File: config.mk
export PLATFORM = sky130hd
export DESIGN_NAME = jtag_shift_master
export DESIGN_NICKNAME = d
export VERILOG_FILES = /design/src/rtl/jtag_shift_master.sv
export SDC_FILE = /design/constraint.sdc
export NUM_CORES = 1
export LEC_CHECK = 0
export ABC_AREA = 1
export CAP_MARGIN = 0
export CORE_ASPECT_RATIO = 2
export CORE_MARGIN = 2
export CORE_UTILIZATION = 40
export DETAILED_ROUTE_END_ITERATION = 8
export DONT_BUFFER_PORTS = 1
export GPL_TIMING_DRIVEN = 0
export PLACE_DENSITY = 0.52
export SLEW_MARGIN = 0
export SYNTH_ARGS = -nofsm -noshare
export SYNTH_HDL_FRONTEND = slang
export SYNTH_SLANG_ARGS = --single-unit
File: constraint.sdc
create_clock -name io_clk -period 4.3 [get_ports io_clk]
set_input_delay 0.86 -clock io_clk [delete_from_list [all_inputs] [get_ports io_clk]]
set_output_delay 0.86 -clock io_clk [all_outputs]
set_load 0.02 [all_outputs]
File: src/rtl/jtag_shift_master.sv
// JTAG scan master: host commands in, TCK/TMS/TDI waveforms out, captured TDO back.
// Optional JTAG_MASTER_TRST_EN adds io_jtag_trstn, driven low during reset and op 0.
module jtag_shift_master #(
  parameter int DATA_W = 32,
  parameter int LEN_W  = 6,
  parameter int DIV_W  = 8
) (
  input  logic              io_clk,
  input  logic              io_reset,
  input  logic              io_cmd_valid,
  output logic              io_cmd_ready,
  input  logic [1:0]        io_cmd_op,
  input  logic [LEN_W-1:0]  io_cmd_len,
  input  logic [DATA_W-1:0] io_cmd_data,
  input  logic [DIV_W-1:0]  io_div,
  output logic              io_rsp_valid,
  input  logic              io_rsp_ready,
  output logic [DATA_W-1:0] io_rsp_data,
  output logic              io_busy,
  output logic              io_jtag_tck,
  output logic              io_jtag_tms,
  output logic              io_jtag_tdi,
  input  logic              io_jtag_tdo
`ifdef JTAG_MASTER_TRST_EN
  , output logic            io_jtag_trstn
`endif
);

  localparam int IDX_W = (DATA_W > 1) ? $clog2(DATA_W) : 1;

  typedef enum logic [2:0] {
    S_IDLE, S_RST, S_SEL, S_SHIFT, S_EXIT, S_IDL, S_RSP
  } state_t;

  state_t            state, nxt_state;
  logic [LEN_W-1:0]  cnt, nxt_cnt;
  logic              op_ir;
  logic [LEN_W-1:0]  len;
  logic [DATA_W-1:0] data;
  logic [DIV_W-1:0]  div;
  logic [DIV_W-1:0]  half_cnt;
  logic              tck, tms, tdi;
  logic [DATA_W-1:0] cap;

  logic              accept, active, nxt_active, half_done, tick_end;
  logic [LEN_W-1:0]  len_c, sel_len;
  logic              sel_ir;
  logic [DATA_W-1:0] sel_data;
  logic [IDX_W-1:0]  idx, nxt_idx;

  // TMS for a given step; the SHIFT exit bit depends on the scan length.
  function automatic logic tms_of(state_t st, logic [LEN_W-1:0] c, logic ir,
                                  logic [LEN_W-1:0] ln);
    case (st)
      S_RST:   tms_of = (c < LEN_W'(5));
      S_SEL:   tms_of = ir ? (c < LEN_W'(2)) : (c == '0);
      S_SHIFT: tms_of = (c == ln - 1'b1);
      S_EXIT:  tms_of = (c == '0);
      default: tms_of = 1'b0;
    endcase
  endfunction

  assign len_c     = (io_cmd_len > LEN_W'(DATA_W)) ? LEN_W'(DATA_W) : io_cmd_len;
  assign accept    = (state == S_IDLE) && io_cmd_valid;
  assign active    = (state != S_IDLE) && (state != S_RSP);
  assign half_done = (half_cnt == div);
  assign tick_end  = active && tck && half_done;
  assign sel_ir    = (state == S_IDLE) ? (io_cmd_op == 2'd1) : op_ir;
  assign sel_len   = (state == S_IDLE) ? len_c : len;
  assign sel_data  = (state == S_IDLE) ? io_cmd_data : data;
  assign idx       = cnt[IDX_W-1:0];
  assign nxt_idx   = nxt_cnt[IDX_W-1:0];
  assign nxt_active = (nxt_state != S_IDLE) && (nxt_state != S_RSP);

  always_ff @(posedge io_clk or posedge io_reset) begin
    if (io_reset) begin
      state <= S_IDLE;
      cnt   <= '0;
    end else begin
      state <= nxt_state;
      cnt   <= nxt_cnt;
    end
  end

  always_comb begin
    nxt_state = state;
    nxt_cnt   = cnt;
    case (state)
      S_IDLE: if (io_cmd_valid) begin
        nxt_cnt = '0;
        case (io_cmd_op)
          2'd0:    nxt_state = S_RST;
          2'd3:    nxt_state = (len_c == '0) ? S_IDLE : S_IDL;
          default: nxt_state = (len_c == '0) ? S_RSP : S_SEL;
        endcase
      end
      S_RST: if (tick_end) begin
        if (cnt == LEN_W'(5)) nxt_state = S_IDLE;
        else nxt_cnt = cnt + 1'b1;
      end
      S_SEL: if (tick_end) begin
        if (cnt == (op_ir ? LEN_W'(3) : LEN_W'(2))) begin
          nxt_state = S_SHIFT;
          nxt_cnt   = '0;
        end else nxt_cnt = cnt + 1'b1;
      end
      S_SHIFT: if (tick_end) begin
        if (cnt == len - 1'b1) begin
          nxt_state = S_EXIT;
          nxt_cnt   = '0;
        end else nxt_cnt = cnt + 1'b1;
      end
      S_EXIT: if (tick_end) begin
        if (cnt == LEN_W'(1)) nxt_state = S_RSP;
        else nxt_cnt = cnt + 1'b1;
      end
      S_IDL: if (tick_end) begin
        if (cnt == len - 1'b1) nxt_state = S_IDLE;
        else nxt_cnt = cnt + 1'b1;
      end
      S_RSP: if (io_rsp_ready) nxt_state = S_IDLE;
      default: nxt_state = S_IDLE;
    endcase
  end

  // TMS/TDI are only updated at a tick boundary, i.e. the start of a low half.
  always_ff @(posedge io_clk or posedge io_reset) begin
    if (io_reset) begin
      op_ir    <= 1'b0;
      len      <= '0;
      data     <= '0;
      div      <= '0;
      half_cnt <= '0;
      tck      <= 1'b0;
      tms      <= 1'b1;
      tdi      <= 1'b0;
      cap      <= '0;
    end else begin
      if (accept) begin
        op_ir <= (io_cmd_op == 2'd1);
        len   <= len_c;
        data  <= io_cmd_data;
        div   <= io_div;
        cap   <= '0;
      end
      if (accept || tick_end) begin
        half_cnt <= '0;
        tck      <= 1'b0;
        if (nxt_active) begin
          tms <= tms_of(nxt_state, nxt_cnt, sel_ir, sel_len);
          tdi <= (nxt_state == S_SHIFT) && sel_data[nxt_idx];
        end else begin
          tdi <= 1'b0;
        end
      end else if (active) begin
        if (half_done) begin
          half_cnt <= '0;
          tck      <= 1'b1;
          if (state == S_SHIFT) cap[idx] <= io_jtag_tdo;
        end else begin
          half_cnt <= half_cnt + 1'b1;
        end
      end
    end
  end

  assign io_cmd_ready = (state == S_IDLE);
  assign io_busy      = (state != S_IDLE);
  assign io_rsp_valid = (state == S_RSP);
  assign io_rsp_data  = cap;
  assign io_jtag_tck  = tck;
  assign io_jtag_tms  = tms;
  assign io_jtag_tdi  = tdi;

`ifdef JTAG_MASTER_TRST_EN
  assign io_jtag_trstn = !(io_reset || (state == S_RST));
`endif

endmodule

==> results.cfg, run 1 <==
[routing]
drc = 0
firstDrtPassIters = 5
vias = 6546
wire_per_inst_um = 17.08
post_drt_via_cell_ratio = 5.322
antenna_left = 0
drt-total-wl_um = 21000
drtIter0Drc = 363

[setup_path]
end_kind = flop
cp_max_fo = 10
criticalPathCategory = reg -> reg
required_ps = 4600
worstSetupStartpointType = flop
arrival_ps = 3630

[synth]
yosysSeqAreaShare = 0.3679
synth_top_family_by_area = simple AND/OR/NAND/NOR gates
synth_area_um2 = 6738
ys_seq_elements = 99
synthFlopType = dfrtp_1
ys_warn_count = 0
synth_fa_ha_area_frac = 0.02043
synth-async-reset-ratio = 1.000
synth_nets = 1071
muxShareOfSynthArea = 0
synth_edf_count = 0
yosys.area_share.simple = 0.3391
synth_xor_area_frac = 0.02210
avgSynthCellArea_um2 = 6.691
synth_compound_area_frac = 0.1463
netlist_instances = 1007
synth.distinct_cells = 43

[grt]
grt_pass1_wl_um = 33900
grt_overflow = 0
antenna_found_initial = 0
grt_pass1_vias = 6369
grt.total_usage = 0.2445
grt_max_degree = 64

[finish]
post-route-util = 0.4411
fin_nets = 1083
n_antenna_cell = 0
area_delta_synth_final_pct = 8.654
drive_above_1_share = 0.06647

[sta]
worst_pin_slew_ps = 816.1
fmax_ghz = 0.2998
slew_violations = 0
skew_ps = 8.067
fin_crit_ps = 3335
whs_ps = 481.0
post-route-period-util = 0.7756
rsz0062_at_grt = no
setup_viol = 0
slew_headroom = 0.4560
finalHoldViolations = 0

[clocking]
cts_resized = 0
cts.sinks = 99
cts_tree = built
h-tree-depth = 3
clk_pin_slew_ps = 70
root_buffer = clkbuf_16
post_cts_buffers = 0
numCtsBuffers = 9
cts_buffer_depth = 2
clock_latency_ps = 360
cts_hold_buf = 0

[power_and_ir_drop]
leakage_nw = 3.602
total_power_w = 0.004897
vdd.ir_drop.worst_v = 0.0003479
power_density_nw_per_um2 = 668.9

[floorplanning]
dieArea_um2 = 17960
fp.dieH_um = 187.5
core_area_um2 = 16600
ioPinCount = 91
die_width_um = 95.77
start_util = 0.4059
num_rows = 67

[placed_design]
dp_hpwl_um = 15920
gp_congestion = 0.8753
io_buffers = 0

[status]
status = completed

[flow_run]
maxCapViolCount = 0

[hold_path]
min_path_type = reg -> reg
## layout by cell type (no fill, tap or decap), types with 7 or more instances in the layout
master	n
nor2_1	69
dfrtp_1	98
nor3_1	16
clkbuf_1	30
inv_1	108
o21ai_0	125
nand2_1	287
nand4_1	15
ha_1	11
a21oi_1	20
o311ai_0	7
clkbuf_16	9
xor2_1	12
nand3_1	118
inv_2	18
## cell families (layout without fill, tap and decap cells)
| family | Yosys count | in the layout |
|---|---|---|
| xor+xnor | 17 | 17 |
| flops | 99 | 99 |
| compound gates | 178 | 178 |
| fa+ha+maj | 11 | 11 |
| buf+inv | 175 | 191 |
| simple gates | 527 | 527 |
## state kept, by name, summed over array words and instances, names as in the netlist
signal / cells
cnt: 6
io_jtag_tck: 1
div: 8
state: 3
len: 6
half_cnt: 8
io_jtag_tms: 1
io_rsp_data: 32
io_jtag_tdi: 1
data: 32
op_ir: 1
## synth_stat cells (5+ instances only)
| cell | number | area [µm²] |
|---|---|---|
| ha_1 | 11 | 137.6 |
| a21oi_1 | 20 | 100.1 |
| xor2_1 | 12 | 105.1 |
| buf_2 | 6 | 30.03 |
| nor3_1 | 16 | 80.08 |
| nand2_1 | 287 | 1077 |
| inv_1 | 109 | 409.1 |
| o21ai_0 | 125 | 625.6 |
| dfrtp_1 | 98 | 2452 |
| xnor2_1 | 5 | 43.79 |
| inv_2 | 18 | 67.56 |
| o311ai_0 | 7 | 61.31 |
| nand3_1 | 118 | 590.6 |
| o211ai_1 | 6 | 45.04 |
| nor2_1 | 69 | 259.0 |
| nand4_1 | 15 | 93.84 |
| clkbuf_1 | 30 | 112.6 |
## critical path, cell delays in order (launching register included)
cell and delay, ps:
dfrtp_1 390, inv_1 110, nand2_1 110, buf_2 280
nor2_2 140, inv_1 190, clkbuf_1 570, clkbuf_1 600
clkbuf_1 590, nand3_1 170, nand2_1 110
## metal layers
layer / up-vias / part of all wire / track usage
li1: 3309 / - / -
met1: 3065 / 0.43 / 0.3205
met2: 145 / 0.51 / 0.4129
met3: 27 / 0.034 / 0.02853
met4: 0 / 0.021 / 0.07802
met5: - / 0 / 0
## stage by stage
stage          worst slack, ps  instance area, µm²  TNS [ps]  std cells
2_1_floorplan            851.2                6738         0       1007
3_3_place_gp            -549.9                6997    -52540       1214
3_5_place_dp             908.1                7019         0       1215
4_1_cts                  927.9                7321         0       1230
5_1_grt                  604.4                7321         0       1230
6_report                 964.9                7321         0       1230
## layout make-up
type | count | area [µm²]
Multi-Input combinational cell | 733 | 3557
Clock buffer | 11 | 252.7
Fill cell | 1788 | 9278
Clock inverter | 4 | 48.80
Inverter | 131 | 494.2
Tap cell | 207 | 259.0
Buffer | 44 | 210.2
Sequential cell | 99 | 2479
Timing Repair Buffer | 1 | 20.02
## worst paths after layout
| path | startpoint | end | slack (ps) | cells past startpoint |
|---|---|---|---|---|
| worst max-delay path | state[2]$_DFF_PP0_ | io_rsp_data[28]$_DFF_PP0_ | 960 | 10 |
| worst min-delay path | data[7]$_DFFE_PP0P_ | data[7]$_DFFE_PP0P_ | 480 | 2 |
| worst max register to register | state[2]$_DFF_PP0_ | io_rsp_data[28]$_DFF_PP0_ | 960 | 10 |
| worst min register to register | data[7]$_DFFE_PP0P_ | data[7]$_DFFE_PP0P_ | 480 | 2 |
| max in group asynchronous | io_reset | io_jtag_tms$_DFFE_PP1P_ | 3010 | 2 |
| min in group asynchronous | io_reset | div[0]$_DFFE_PP0P_ | 540 | 1 |
## power by group
| part | leakage (nW) | internal [W] | total [W] | switching (W) |
|---|---|---|---|---|
| logic | 2.15 | 0.000838 | 0.00264 | 0.00180 |
| registers | 1.30 | 0.00120 | 0.00140 | 0.000204 |
| clock network | 0.152 | 0.000480 | 0.000854 | 0.000374 |
Note: power is estimated with default switching activity, not from simulation.
==> run 2, diff against run 1 <==
Clock period 4.3 ns to 3.5 ns, I/O delays scaled along.
==> results.cfg, run 2 (synthesis gave the netlist of run 1 again) <==
[status]
status = completed

[grt]
grt_overflow = 0
antenna_found_initial = 0
grt.total_usage = 0.2445
grt_max_degree = 64
grt_pass1_vias = 6369
grt_pass1_wl_um = 33900

[clocking]
clk_pin_slew_ps = 70
cts.sinks = 99
clock_latency_ps = 360
cts_tree = built
h-tree-depth = 3
numCtsBuffers = 9
cts_hold_buf = 0
cts_buffer_depth = 2
root_buffer = clkbuf_16

[routing]
wire_per_inst_um = 17.02
drtIter0Drc = 391
drt-total-wl_um = 20970
vias = 6551
antenna_left = 0
post_drt_via_cell_ratio = 5.317
drc = 0
firstDrtPassIters = 5

[finish]
drive_above_1_share = 0.07122
final_cell_mix = nand2_1, o21ai_0, nand3_1
final_common_cell = nand2_1
area_delta_synth_final_pct = 8.951
fin_nets = 1085
n_antenna_cell = 0
fillers = 1788

[floorplanning]
core_area_um2 = 16600
die_width_um = 95.77
num_rows = 67
ioPinCount = 91
start_util = 0.4059
fp.dieH_um = 187.5
dieArea_um2 = 17960

[sta]
finalHoldViolations = 0
worst_pin_slew_ps = 815.8
rsz0062_at_grt = no
post-route-period-util = 0.9011
skew_ps = 8.966
fmax_ghz = 0.3171
setup_ws_ps = 346.2
fin_crit_ps = 3154
slew_headroom = 0.4562
slew_violations = 0
setup_viol = 0

[setup_path]
rr_worst_depth = 23
arrival_ps = 3410
r2r_end = io_jtag_tdi$_DFFE_PP0N_
criticalPathCategory = reg -> reg
reg2reg_from = len[0]$_DFFE_PP0P_
cp_max_fo = 10
r2r_slack_ps = 350
required_ps = 3760
end_kind = flop
critical_path.startpoint = len[0]$_DFFE_PP0P_
worstSetupStartpointType = flop

[placed_design]
gp_congestion = 0.8753
io_buffers = 0
pre_cts_slack_ps = 156.9
dp_hpwl_um = 15920

[power_and_ir_drop]
leakage_nw = 3.612
power_density_nw_per_um2 = 820.9
vdd.ir_drop.worst_v = 0.0004287
total_power_w = 0.006026

[flow_run]
maxCapViolCount = 0

[hold_path]
min_path_type = in -> async
==> run 2: cell types whose count changed in the layout (fill, tap and decap cells not counted), sizes merged <==
cell  delta
buf      +2
==> run 2: per-stage QoR <==
step | utilization | hold WS, ps | cells | cell area [µm²] | TNS, ps
4_1_cts | 0.4411 | 401.9 | 1230 | 7321 | 0
2_1_floorplan | - | 447.9 | 1007 | 6738 | 0
3_3_place_gp | 0.4215 | 462.3 | 1214 | 6997 | -115360
5_1_grt | 0.4423 | 447.2 | 1232 | 7341 | 0
6_report | 0.4423 | 380.5 | 1232 | 7341 | 0
3_5_place_dp | 0.4229 | 468.9 | 1215 | 7019 | 0
==> run 2: what timing repair did <==
action | CTS | global route
endpoints found under the setup margin | 0 | 11
setup buffers | 0 | 2
resized for setup | 0 | 4
==> run 2: final cells by class <==
cell class	count	area, µm²	area share
clock inverters	4	48.80	0.006647
repair buffers	3	35.03	0.004772
flip-flops and latches	99	2480	0.3378
inverters	131	494.2	0.06733
well taps	207	259.0	0.03528
plain buffers	44	211.5	0.02881
clock buffers	11	252.7	0.03443
multi-input cells	733	3560	0.4849
==> run 2: metal layers <==
metal / track usage / up-vias / share of wire
met2: 0.4129 / 151 / 0.51
met4: 0.07802 / 0 / 0.018
met1: 0.3205 / 3070 / 0.44
li1: - / 3311 / -
met3: 0.02853 / 19 / 0.032
met5: 0 / - / 0
==> run 2: power by group <==
part / total, W / switching [W] / internal (W)
Sequential: 0.00172 / 0.000250 / 0.00147
Clock: 0.00105 / 0.000459 / 0.000590
Combinational: 0.00325 / 0.00222 / 0.00103
==> run 2: worst max path at each step <==
stage / endpoint / slack, ps / cells after the start
detailed placement: io_rsp_data[28]$_DFF_PP0_ / 160 / 10
CTS: io_rsp_data[28]$_DFF_PP0_ / 130 / 10
floorplan: cnt[0]$_DFF_PP0_ / 210 / 1
global placement: data[11]$_DFFE_PP0P_ / -1190 / 1
global route: io_jtag_tdi$_DFFE_PP0N_ / 30 / 23
finish: io_jtag_tdi$_DFFE_PP0N_ / 350 / 23
==> run 2: critical path: stages, from the launching register on <==
cell,delay (ps)
dfrtp_2,430
inv_2,70
ha_1,320
xor2_1,160
nand3_1,100
nor2_2,150
nand3_2,120
ha_1,290
nand3_1,80
nand3_1,90
nand2_1,80
nor2_4,130
nand3_4,130
nand2_2,110
buf_6,150
nand2_1,60
nand3_1,70
nand3_1,90
nand2_1,100
clkinv_1,60
nand2_1,70
nand2_1,50
nand3_1,90
nand2_1,50
